**config.mk**
```make
export PLATFORM = sky130hd
export DESIGN_NAME = exposure_control_flat
export DESIGN_NICKNAME = d
export VERILOG_FILES = /design/src/rtl/camera_ctrl_pkg.sv /design/src/rtl/exposure_control_if.sv /design/src/rtl/exposure_control_adjust.sv /design/src/rtl/exposure_control.sv /design/src/flat_wrapper.sv
export SDC_FILE = /design/constraint.sdc
export NUM_CORES = 1
export LEC_CHECK = 0
export ABC_AREA = 1
export CORE_AREA = 2 2 48 50
export DETAILED_ROUTE_END_ITERATION = 7
export DIE_AREA = 0 0 50 52
export PLACE_DENSITY = 0.76
export SYNTH_ARGS = -nofsm -noshare
export SYNTH_HDL_FRONTEND = slang
export SYNTH_SLANG_ARGS = --single-unit
```
**constraint.sdc**
```tcl
create_clock -name Clk -period 2.82 [get_ports Clk]
set_input_delay 0.564 -clock Clk [delete_from_list [all_inputs] [get_ports Clk]]
set_output_delay 0.564 -clock Clk [all_outputs]
set_load 0.01 [all_outputs]
```
**src/rtl/camera_ctrl_pkg.sv**
```systemverilog
// camera_ctrl_pkg: shared state encoding and exposure defaults for the camera controller.
package camera_ctrl_pkg;
  typedef enum logic [1:0] {ST_IDLE, ST_START, ST_EXPOSE, ST_READOUT} state_e;
  localparam int READOUT_LEN = 8;
  localparam int EXP_MIN_DEF = 2;
  localparam int EXP_MAX_DEF = 30;
  localparam int EXP_DEFAULT_DEF = 16;
endpackage

```
**src/rtl/exposure_control_if.sv**
```systemverilog
// exposure_control_if: button/timer inputs and pixel/timer outputs of the exposure controller.
interface exposure_control_if #(parameter int EXP_W = 5);
  logic Init, Exp_increase, Exp_decrease, Ovf5;
  logic Start, Erase, Expose, NRE_1, NRE_2, ADC, Err;
  logic [EXP_W-1:0] Initial;
  modport master (
    output Init, Exp_increase, Exp_decrease, Ovf5,
    input Start, Initial, Erase, Expose, NRE_1, NRE_2, ADC, Err
  );
  modport slave (
    input Init, Exp_increase, Exp_decrease, Ovf5,
    output Start, Initial, Erase, Expose, NRE_1, NRE_2, ADC, Err
  );
endinterface

```
**src/rtl/exposure_control_adjust.sv**
```systemverilog
// exposure_adjust: saturating up/down exposure-time register, updated only while enabled.
module exposure_adjust import camera_ctrl_pkg::*; #(
  parameter int W = 5,
  parameter logic [W-1:0] MIN = W'(EXP_MIN_DEF),
  parameter logic [W-1:0] MAX = W'(EXP_MAX_DEF),
  parameter logic [W-1:0] DEF = W'(EXP_DEFAULT_DEF)
) (
  input  logic clk,
  input  logic rst,
  input  logic i_en,
  input  logic i_inc,
  input  logic i_dec,
  output logic [W-1:0] o_val
);
  logic [W-1:0] r_val;
  always_ff @(posedge clk or posedge rst)
    if (rst) r_val <= DEF;
    else if (i_en && i_inc && !i_dec && r_val < MAX) r_val <= r_val + 1'b1;
    else if (i_en && i_dec && !i_inc && r_val > MIN) r_val <= r_val - 1'b1;
  assign o_val = r_val;
endmodule

```
**src/rtl/exposure_control.sv**
```systemverilog
// exposure_control: Moore FSM sequencing erase, timed exposure and two-row readout.
// Define EXPOSURE_CTRL_WATCHDOG_EN to abort exposures whose Ovf5 never arrives and flag Err.
module exposure_control import camera_ctrl_pkg::*; #(
  parameter int EXP_W = 5,
  parameter int EXP_MIN = EXP_MIN_DEF,
  parameter int EXP_MAX = EXP_MAX_DEF,
  parameter int EXP_DEFAULT = EXP_DEFAULT_DEF,
  parameter int WD_MARGIN = 4
) (
  input logic Clk,
  input logic Reset,
  exposure_control_if.slave bus
);
  localparam logic [1:0] IDLE = ST_IDLE;
  localparam logic [1:0] START = ST_START;
  localparam logic [1:0] EXPOSE = ST_EXPOSE;
  localparam logic [1:0] READOUT = ST_READOUT;
  localparam logic [2:0] LAST_STEP = 3'(READOUT_LEN - 1);
  localparam logic [EXP_W+1:0] WD_OFF = (EXP_W + 2)'(WD_MARGIN - 1);
`ifdef EXPOSURE_CTRL_WATCHDOG_EN
  localparam bit WD_EN = 1'b1;
`else
  localparam bit WD_EN = 1'b0;
`endif
  logic [1:0] r_state, w_nstate;
  logic [2:0] r_step, w_nstep;
  logic [EXP_W+1:0] r_wd;
  logic [EXP_W-1:0] w_initial;
  logic w_wd_exp;
  logic r_start, r_erase, r_expose, r_nre1, r_nre2, r_adc, r_err;
  exposure_adjust #(
    .W(EXP_W), .MIN(EXP_W'(EXP_MIN)), .MAX(EXP_W'(EXP_MAX)), .DEF(EXP_W'(EXP_DEFAULT))
  ) u_adjust (
    .clk(Clk), .rst(Reset), .i_en(r_state == IDLE && !bus.Init),
    .i_inc(bus.Exp_increase), .i_dec(bus.Exp_decrease), .o_val(w_initial)
  );
  // r_wd counts completed EXPOSE cycles; expiry lands on cycle Initial+WD_MARGIN
  assign w_wd_exp = WD_EN && r_state == EXPOSE && r_wd == {2'b00, w_initial} + WD_OFF;
  always_comb begin
    w_nstate = r_state;
    w_nstep = '0;
    case (r_state)
      IDLE: w_nstate = bus.Init ? START : IDLE;
      START: w_nstate = EXPOSE;
      EXPOSE: w_nstate = bus.Ovf5 ? READOUT : (w_wd_exp ? IDLE : EXPOSE);
      default: begin
        w_nstate = (r_step == LAST_STEP) ? IDLE : READOUT;
        w_nstep = r_step + 1'b1;
      end
    endcase
  end
  always_ff @(posedge Clk or posedge Reset)
    if (Reset) begin
      r_state <= IDLE;
      r_step <= '0;
      r_wd <= '0;
      r_err <= 1'b0;
    end else begin
      r_state <= w_nstate;
      r_step <= w_nstep;
      r_wd <= (r_state == EXPOSE) ? r_wd + 1'b1 : '0;
      r_err <= (r_state == IDLE && bus.Init) ? 1'b0 : (r_err || (w_wd_exp && !bus.Ovf5));
    end
  // outputs are decoded from the next state so they line up with the state they describe
  always_ff @(posedge Clk or posedge Reset)
    if (Reset) begin
      r_start <= 1'b0;
      r_erase <= 1'b1;
      r_expose <= 1'b0;
      r_nre1 <= 1'b1;
      r_nre2 <= 1'b1;
      r_adc <= 1'b0;
    end else begin
      r_start <= w_nstate == START;
      r_erase <= w_nstate == IDLE;
      r_expose <= w_nstate == START || w_nstate == EXPOSE;
      r_nre1 <= !(w_nstate == READOUT && w_nstep < 3'd3);
      r_nre2 <= !(w_nstate == READOUT && w_nstep[2] && w_nstep != 3'd7);
      r_adc <= w_nstate == READOUT && w_nstep[1:0] == 2'd1;
    end
  assign bus.Start = r_start;
  assign bus.Erase = r_erase;
  assign bus.Expose = r_expose;
  assign bus.NRE_1 = r_nre1;
  assign bus.NRE_2 = r_nre2;
  assign bus.ADC = r_adc;
  assign bus.Err = r_err;
  assign bus.Initial = w_initial;
endmodule

```
**src/flat_wrapper.sv**
```systemverilog
// flat-port wrapper written by rule: the top's interface ports become plain ports
module exposure_control_flat import camera_ctrl_pkg::*;
#(
  parameter int EXP_W = 5,
  parameter int EXP_MIN = EXP_MIN_DEF,
  parameter int EXP_MAX = EXP_MAX_DEF,
  parameter int EXP_DEFAULT = EXP_DEFAULT_DEF,
  parameter int WD_MARGIN = 4
)
  (Clk, Reset, bus_Init, bus_Exp_increase, bus_Exp_decrease, bus_Ovf5, bus_Start, bus_Initial, bus_Erase, bus_Expose, bus_NRE_1, bus_NRE_2, bus_ADC, bus_Err);
  exposure_control_if #(.EXP_W(EXP_W)) bus_i ();
  input logic Clk;
  input logic Reset;
  input wire logic [$bits(bus_i.Init)-1:0] bus_Init;
  input wire logic [$bits(bus_i.Exp_increase)-1:0] bus_Exp_increase;
  input wire logic [$bits(bus_i.Exp_decrease)-1:0] bus_Exp_decrease;
  input wire logic [$bits(bus_i.Ovf5)-1:0] bus_Ovf5;
  output wire logic [$bits(bus_i.Start)-1:0] bus_Start;
  output wire logic [$bits(bus_i.Initial)-1:0] bus_Initial;
  output wire logic [$bits(bus_i.Erase)-1:0] bus_Erase;
  output wire logic [$bits(bus_i.Expose)-1:0] bus_Expose;
  output wire logic [$bits(bus_i.NRE_1)-1:0] bus_NRE_1;
  output wire logic [$bits(bus_i.NRE_2)-1:0] bus_NRE_2;
  output wire logic [$bits(bus_i.ADC)-1:0] bus_ADC;
  output wire logic [$bits(bus_i.Err)-1:0] bus_Err;
  assign bus_i.Init = bus_Init;
  assign bus_i.Exp_increase = bus_Exp_increase;
  assign bus_i.Exp_decrease = bus_Exp_decrease;
  assign bus_i.Ovf5 = bus_Ovf5;
  assign bus_Start = bus_i.Start;
  assign bus_Initial = bus_i.Initial;
  assign bus_Erase = bus_i.Erase;
  assign bus_Expose = bus_i.Expose;
  assign bus_NRE_1 = bus_i.NRE_1;
  assign bus_NRE_2 = bus_i.NRE_2;
  assign bus_ADC = bus_i.ADC;
  assign bus_Err = bus_i.Err;
  exposure_control #(.EXP_W(EXP_W), .EXP_MIN(EXP_MIN), .EXP_MAX(EXP_MAX), .EXP_DEFAULT(EXP_DEFAULT), .WD_MARGIN(WD_MARGIN)) u_core (.Clk(Clk), .Reset(Reset), .bus(bus_i));
endmodule
```
# ---- Yosys cells after proc, flatten, opt, wreduce, memory -nomap -nowiden
# Index checks and enable logic that the tools add are counted.
# Widths: inputs -> output; s select.
dict set report word_totals {
  register_bits 17
  rom_bits 0
  latch_bits 0
  ramBits 0
  input_bits 6
  output_inout_bits 12
  word_cells 54
  memories 0
}
dict set report classes {
  n_eq_ne 8
  shift 0
  n_addsub 3
  magnitude_cmp 3
  n_div 0
  reduce_logical 22
  mul 0
  n_mux 8
  bitwise 0
}
# operator count
set op_table {}
lappend op_table {{$logic_and 1x1->1} 12}
lappend op_table {{$mux 5} 2}
lappend op_table {{$eq 2x1->1 const B} 3}
lappend op_table {{$eq 2x2->1 const B} 3}
lappend op_table {{$pmux 2 s3} 1}
lappend op_table {{$add 5x1->5 const B} 1}
lappend op_table {{$gt 5x2->1 const B} 1}
lappend op_table {{$logic_not 1->1} 5}
lappend op_table {{$lt 5x5->1 const B} 1}
lappend op_table {{$sub 5x1->5 const B} 1}
lappend op_table {{$logic_not 2->1} 2}
lappend op_table {{$add 3x1->3 const B} 1}
lappend op_table {{$eq 3x3->1 const B} 1}
lappend op_table {{$lt 3x2->1 const B} 1}
lappend op_table {{$mux 1} 3}
lappend op_table {{$mux 3} 1}
lappend op_table {{$ne 3x3->1 const B} 1}
lappend op_table {{$reduce_or 3->1} 1}
lappend op_table {{$mux 2} 1}
lappend op_table {{$reduce_bool 2->1} 1}
lappend op_table {{$logic_or 1x1->1} 1}

# ---- Depth between registers and ports, before layout
dict set report depth {
  depth_word 7
  ltp_mapped 13
  depth_no_buf 13
}

# ---- Cells and area by module
# From an unflattened synthesis, not the netlist that was laid out.
dict set report hier_totals {
  hier_cells 106
  area_unflattened_um2 918.4
}
# module area_per_inst_um2 n_inst cells_per_inst seq_area_each_um2
set by_module_without_submodules {}
lappend by_module_without_submodules {exposure_control 496.7 1 46 279.0}
lappend by_module_without_submodules {exposure_adjust 421.7 1 60 126.4}

# ---- Worst setup path after synthesis
# OpenSTA, ideal clock, no wires.
dict set report synth_path {
  path_type {register to register}
  startpoint {reg u_core.r_state[0]}
  endpoint {reg u_core.u_adjust.r_val[4] (netlist: u_core.u_adjust.o_val[4])}
  n_path_buf 0
  slack_ns 1.054
  period_less_slack_ns 1.766
  path_stages_with_launch 13
  setup_time_ns 0.077
  t_arrival_ns 1.689
  t_required_ns 2.743
  path_cell_list {dfrtp_1 -> inv_1 -> ha_1 -> nand2_2 -> nor2_4 -> nand2_4 -> fa_1 -> nand3_1 -> nand3_1 -> nand2_1 -> nand3_2 -> nand2_1 -> nand2_1}
}
dict set report synth_via {
  elab_chain_cells 6
  elab_cells_between_ends 10
  cone_classes {1 x mux; 9 x reduce/logical}
}
# item line_no
set synth_lines {}
lappend synth_lines {{from (decl)} exposure_control.sv:25} ;# logic [1:0] r_state, w_nstate;
lappend synth_lines {{from (signal assigned)} exposure_control.sv:59} ;# r_state <= w_nstate;
lappend synth_lines {{$logic_not 2->1 *} exposure_control.sv:34} ;# .clk(Clk), .rst(Reset), .i_en(r_state == IDLE && !bus.Init),
lappend synth_lines {{$logic_and 1x1->1 *} exposure_control.sv:34}
lappend synth_lines {{$logic_and 1x1->1, on equally long branches (3 in series)} {exposure_control_adjust.sv:18, exposure_control_adjust.sv:19}}
lappend synth_lines {{$mux 5 / $reduce_bool 2->1 (equally long branches)} n/a}
lappend synth_lines {{to (signal assigned)} exposure_control_adjust.sv:18} ;# else if (i_en && i_inc && !i_dec && r_val < MAX) r_val <= r_val + 1'b1;
lappend synth_lines {{to (signal assigned)} exposure_control_adjust.sv:19} ;# else if (i_en && i_dec && !i_inc && r_val > MIN) r_val <= r_val - 1'b1;
lappend synth_lines {{to (decl)} exposure_control_adjust.sv:15} ;# logic [W-1:0] r_val;
# Every way passes the cells marked *; elsewhere a longest branch is shown, timed or not.
# A chain may end at the register's enable or synchronous reset.

# ---- Worst setup path in the final report
dict set report layout_path {
  startpoint {in bus_Init}
  endpoint {reg u_core.u_adjust.r_val[3] (netlist: u_core.u_adjust.o_val[3])}
}
dict set report layout_via {
  elab_chain_cells 6
  elab_cells_between_ends 10
  cone_classes {1 x mux; 9 x reduce/logical}
}
# item line_no
set layout_lines {}
lappend layout_lines {{from (decl)} flat_wrapper.sv:14} ;# input wire logic [$bits(bus_i.Init)-1:0] bus_Init;
lappend layout_lines {{$logic_not 1->1 *} exposure_control.sv:34}
lappend layout_lines {{$logic_and 1x1->1 *} exposure_control.sv:34}
lappend layout_lines {{$logic_and 1x1->1, on equally long branches (3 in series)} {exposure_control_adjust.sv:18, exposure_control_adjust.sv:19}}
lappend layout_lines {{$mux 5 / $reduce_bool 2->1 (equally long branches)} n/a}
# Marked as above.

==> summary.md <==
| Metric | Value |
|---|---|
| Total gr overflow | `0` |
| Async SR Flop Fraction | `100.0%` |
| Final hold violations | `0` |
| Dpl hpwl | `1269 um` |
| FF+latch count, synth | `16` |
| Share of cells above drive strength 1 | `14.75%` |
| Min-Delay Endpoint | `u_core.r_step[0]` |
| Worst slew margin relative to its limit | `59.63%` |
| Max IR drop VDD | `roughly 0.60 mV` |
| Hold_sp | `u_core.r_step[0]` |
| Gpl congestion | `~0.84` |
| Period utilisation layout | `70.90%` |
| Drc violations | `0` |
| Fmax | `500.2 MHz` |
| RSZ-0062 raised after global routing | `no` |
| Crit. End Element | `flop` |
| Hold WC Path Type | `reg2reg` |
| Synthesized instance count | `~100` |
| H-tree Lvls | `1` |
| Total CTS buffers | `3` |
| GRT Util Overall | `15.08%` |
| Initial antenna violation count | `0` |
| Maxcap violations | `0` |
| List of most frequent post-synthesis cells | `22 x nand2_1, 16 x inv_1, 12 x dfrtp_1, 12 x ha_1, 7 x nor2_1` |
| CTS resizes | `0` |
| Reg2reg setup slack | `0.90 ns` |
| Register area share after synthesis | `about 43%` |
| IO buf count | `16` |
| Period minus WS final | `1.999 ns` |
| Largest net degree at the start of global routing | `17` |
| Hold Crit Depth | `1` |
| Crit path max-delay family | `buffers and inverters` |
| Area of the core | `between 2000 and 2500 um2` |
| Status | `complete, no violations` |
| Initial DRC Count | `1` |
| TritonCTS clock tree | `yes` |
| Die area | `2600 um2` |
| Crit path largest cell delay | `0.43 ns` |
| Critical Path Start Type | `input pin` |
| Die Y | `about 52 um` |
| CP Data Required Time | `roughly 3 ns` |
| Post-route ant nets | `0` |
| Tightest Pin Transition | `around 0.60 ns` |
| Die X | `50 um` |
| Setup_tns | `0 ns` |
| Most instantiated library cell after synthesis | `nand2_1` |
| Final nets | `approximately 140` |
| Cts hold-fix bufs | `0` |
| Bufs on Longest Clock Path | `2` |
| CP startpoint | `bus_Init` |
| Worst r2r path cells | `10` |
| Clock Tree Root | `clkbuf_4` |
| Initial Utilization | `44.27%` |
| Detailed-route wire length per cell | `10.40 um` |
| Post-synth top area share | `around a third` |
| Clock transition at path regs | `0.10 ns` |
| Max Fanout on Critical Path | `6` |
| Crit Path Class | `in2reg` |
| CP arrival | `~2.2 ns` |
| WP buf/inv | `2` |
| Total wire length | `1560 um` |
| Vias in the first global route | `691` |
| Syn Area/Cell | `around 9.0 um2` |
| CTS Sinks | `16` |
| Post-synth top area cell | `dfrtp_1` |
| Vias per cell | `4.640` |
| ANT cells | `0` |
| Skew final | `0.001501 ns` |
| EDFF count, synth | `0` |
| Setup-failing EPs final | `0` |
| Critical-path cell list | `clkdlybuf4s50_1 > inv_2 > nand2_2 > nor2_4 > nand2_4 > ha_1 > a21oi_1 > nand2_1 > xnor2_1 > o21ai_2` |
| Via count | `696` |
| Synth Warn # | `0` |
| Synth area leaders | `dfrtp_1 32%, ha_1 16%, dfstp_2 11%` |
| Mapped Nets | `122` |
| Reg-to-reg critical path startpoint | `u_core.r_state[0]` |
| Top FF cell, synth | `dfrtp_1` |
| First-pass GRT wire length | `2939 um` |
| Power per Cell Area | `1014 nW/um2` |
| Drt pass-1 iters | `4` |
| Clk Latency, worst-skew pair | `0.28 ns` |
| Post-synth cell types | `24` |
| Max-slew violation count | `0` |
| Hold WS | `0.4756 ns` |
| Area of the mapped netlist | `just over 900 um2` |
| Fillers | `182` |
| FP Rows | `17` |
| Leakage power | `0.5907 nW` |
| Setup bufs post-CTS | `0` |
| IO Count | `18` |
| Area Growth Syn to Fin | `24.03%` |
| Reg2reg end | `u_core.u_adjust.o_val[3]` |
| Worst path slowest cell | `clkdlybuf4s50_1` |
==> through the flow <==
stage	area (um2)	cells	setup WS, ns	util, %	total power, mW
2_1_floorplan	932.1	103	1.054	-	0.8043
3_3_place_gp	1120	146	0.5694	53.18	1.004
3_5_place_dp	1120	146	0.5005	53.18	1.032
4_1_cts	1156	150	0.8131	54.90	1.193
5_1_grt	1156	150	0.6557	54.90	1.292
6_report	1156	150	0.8206	54.90	1.172
==> routing by layer <==
layer | wire length [um] | vias up | global-route usage [%]
met3 | 60 | 0 | 5.172
met2 | 839 | 13 | 27.41
met5 | 0 | - | 0
li1 | - | 351 | -
met4 | 0 | 0 | 1.389
met1 | 660 | 332 | 17.68
==> cell type report <==
class                           count  area [um2]  area share (%)
Multi-Input combinational cell     67       447.9           38.74
Sequential cell                    16       405.4           35.06
Timing Repair Buffer               16       160.2           13.85
Inverter                           19       71.32           6.169
Clock buffer                        4       36.28           3.139
Tap cell                           28       35.03           3.030
==> worst register-to-register path: cells and delay by family (launching register included) <==
kind / cells / cell delay [ns]
fa+ha+maj: 2 / 0.52
compound gates: 2 / 0.23
flops: 1 / 0.41
buf+inv: 1 / 0.09
simple gates: 4 / 0.38
xor+xnor: 1 / 0.19
==> worst max-delay path by stage <==
stage,end,depth (start not counted)
finish,u_core.u_adjust.o_val[3],10
global route,u_core.u_adjust.o_val[4],13
CTS,u_core.u_adjust.o_val[3],10
detailed placement,u_core.u_adjust.o_val[3],10
global placement,u_core.u_adjust.o_val[4],12
floorplan,u_core.u_adjust.o_val[4],12
==> where the power goes <==
part,leakage (nW),internal (mW),switching [mW]
Combinational,0.377,0.284,0.315
Sequential,0.193,0.338,0.0831
Clock,0.0210,0.0786,0.0739
Total,0.591,0.701,0.472
==> layout by cell type, fill, tap and decap left out, drive strengths merged <==
cell type       n
dfstp           4
conb            1
clkinv          1
clkbuf          4
nand2          27
o21ai           4
nand3           7
xor2            2
a21oi           2
dfrtp          12
nor2            8
xnor2           1
nand4           1
clkdlybuf4s50  16
and3            1
fa              1
ha             12
inv            18
==> state kept, by name, summed over array words and instances, names as in the netlist <==
| register | flops |
|---|---|
| u_core.bus.NRE_1 | 1 |
| u_core.bus.ADC | 1 |
| u_core.bus.Erase | 1 |
| u_core.bus.Expose | 1 |
| u_core.r_step | 3 |
| u_core.bus.NRE_2 | 1 |
| u_core.u_adjust.o_val | 5 |
| u_core.bus.Start | 1 |
| u_core.r_state | 2 |
==> logic make-up after synthesis <==
group	count (synthesis)	synth area share, %
buffers and inverters	20	8.457
xor gates and xnor gates	3	2.819
and+or+nand+nor	44	22.95
other	1	0.4023
AOI/OAI and AO/OA	6	3.624
DFF	16	43.49
adders and majority gates	13	18.25
No activity file was read; power rests on OpenSTA's default activity.
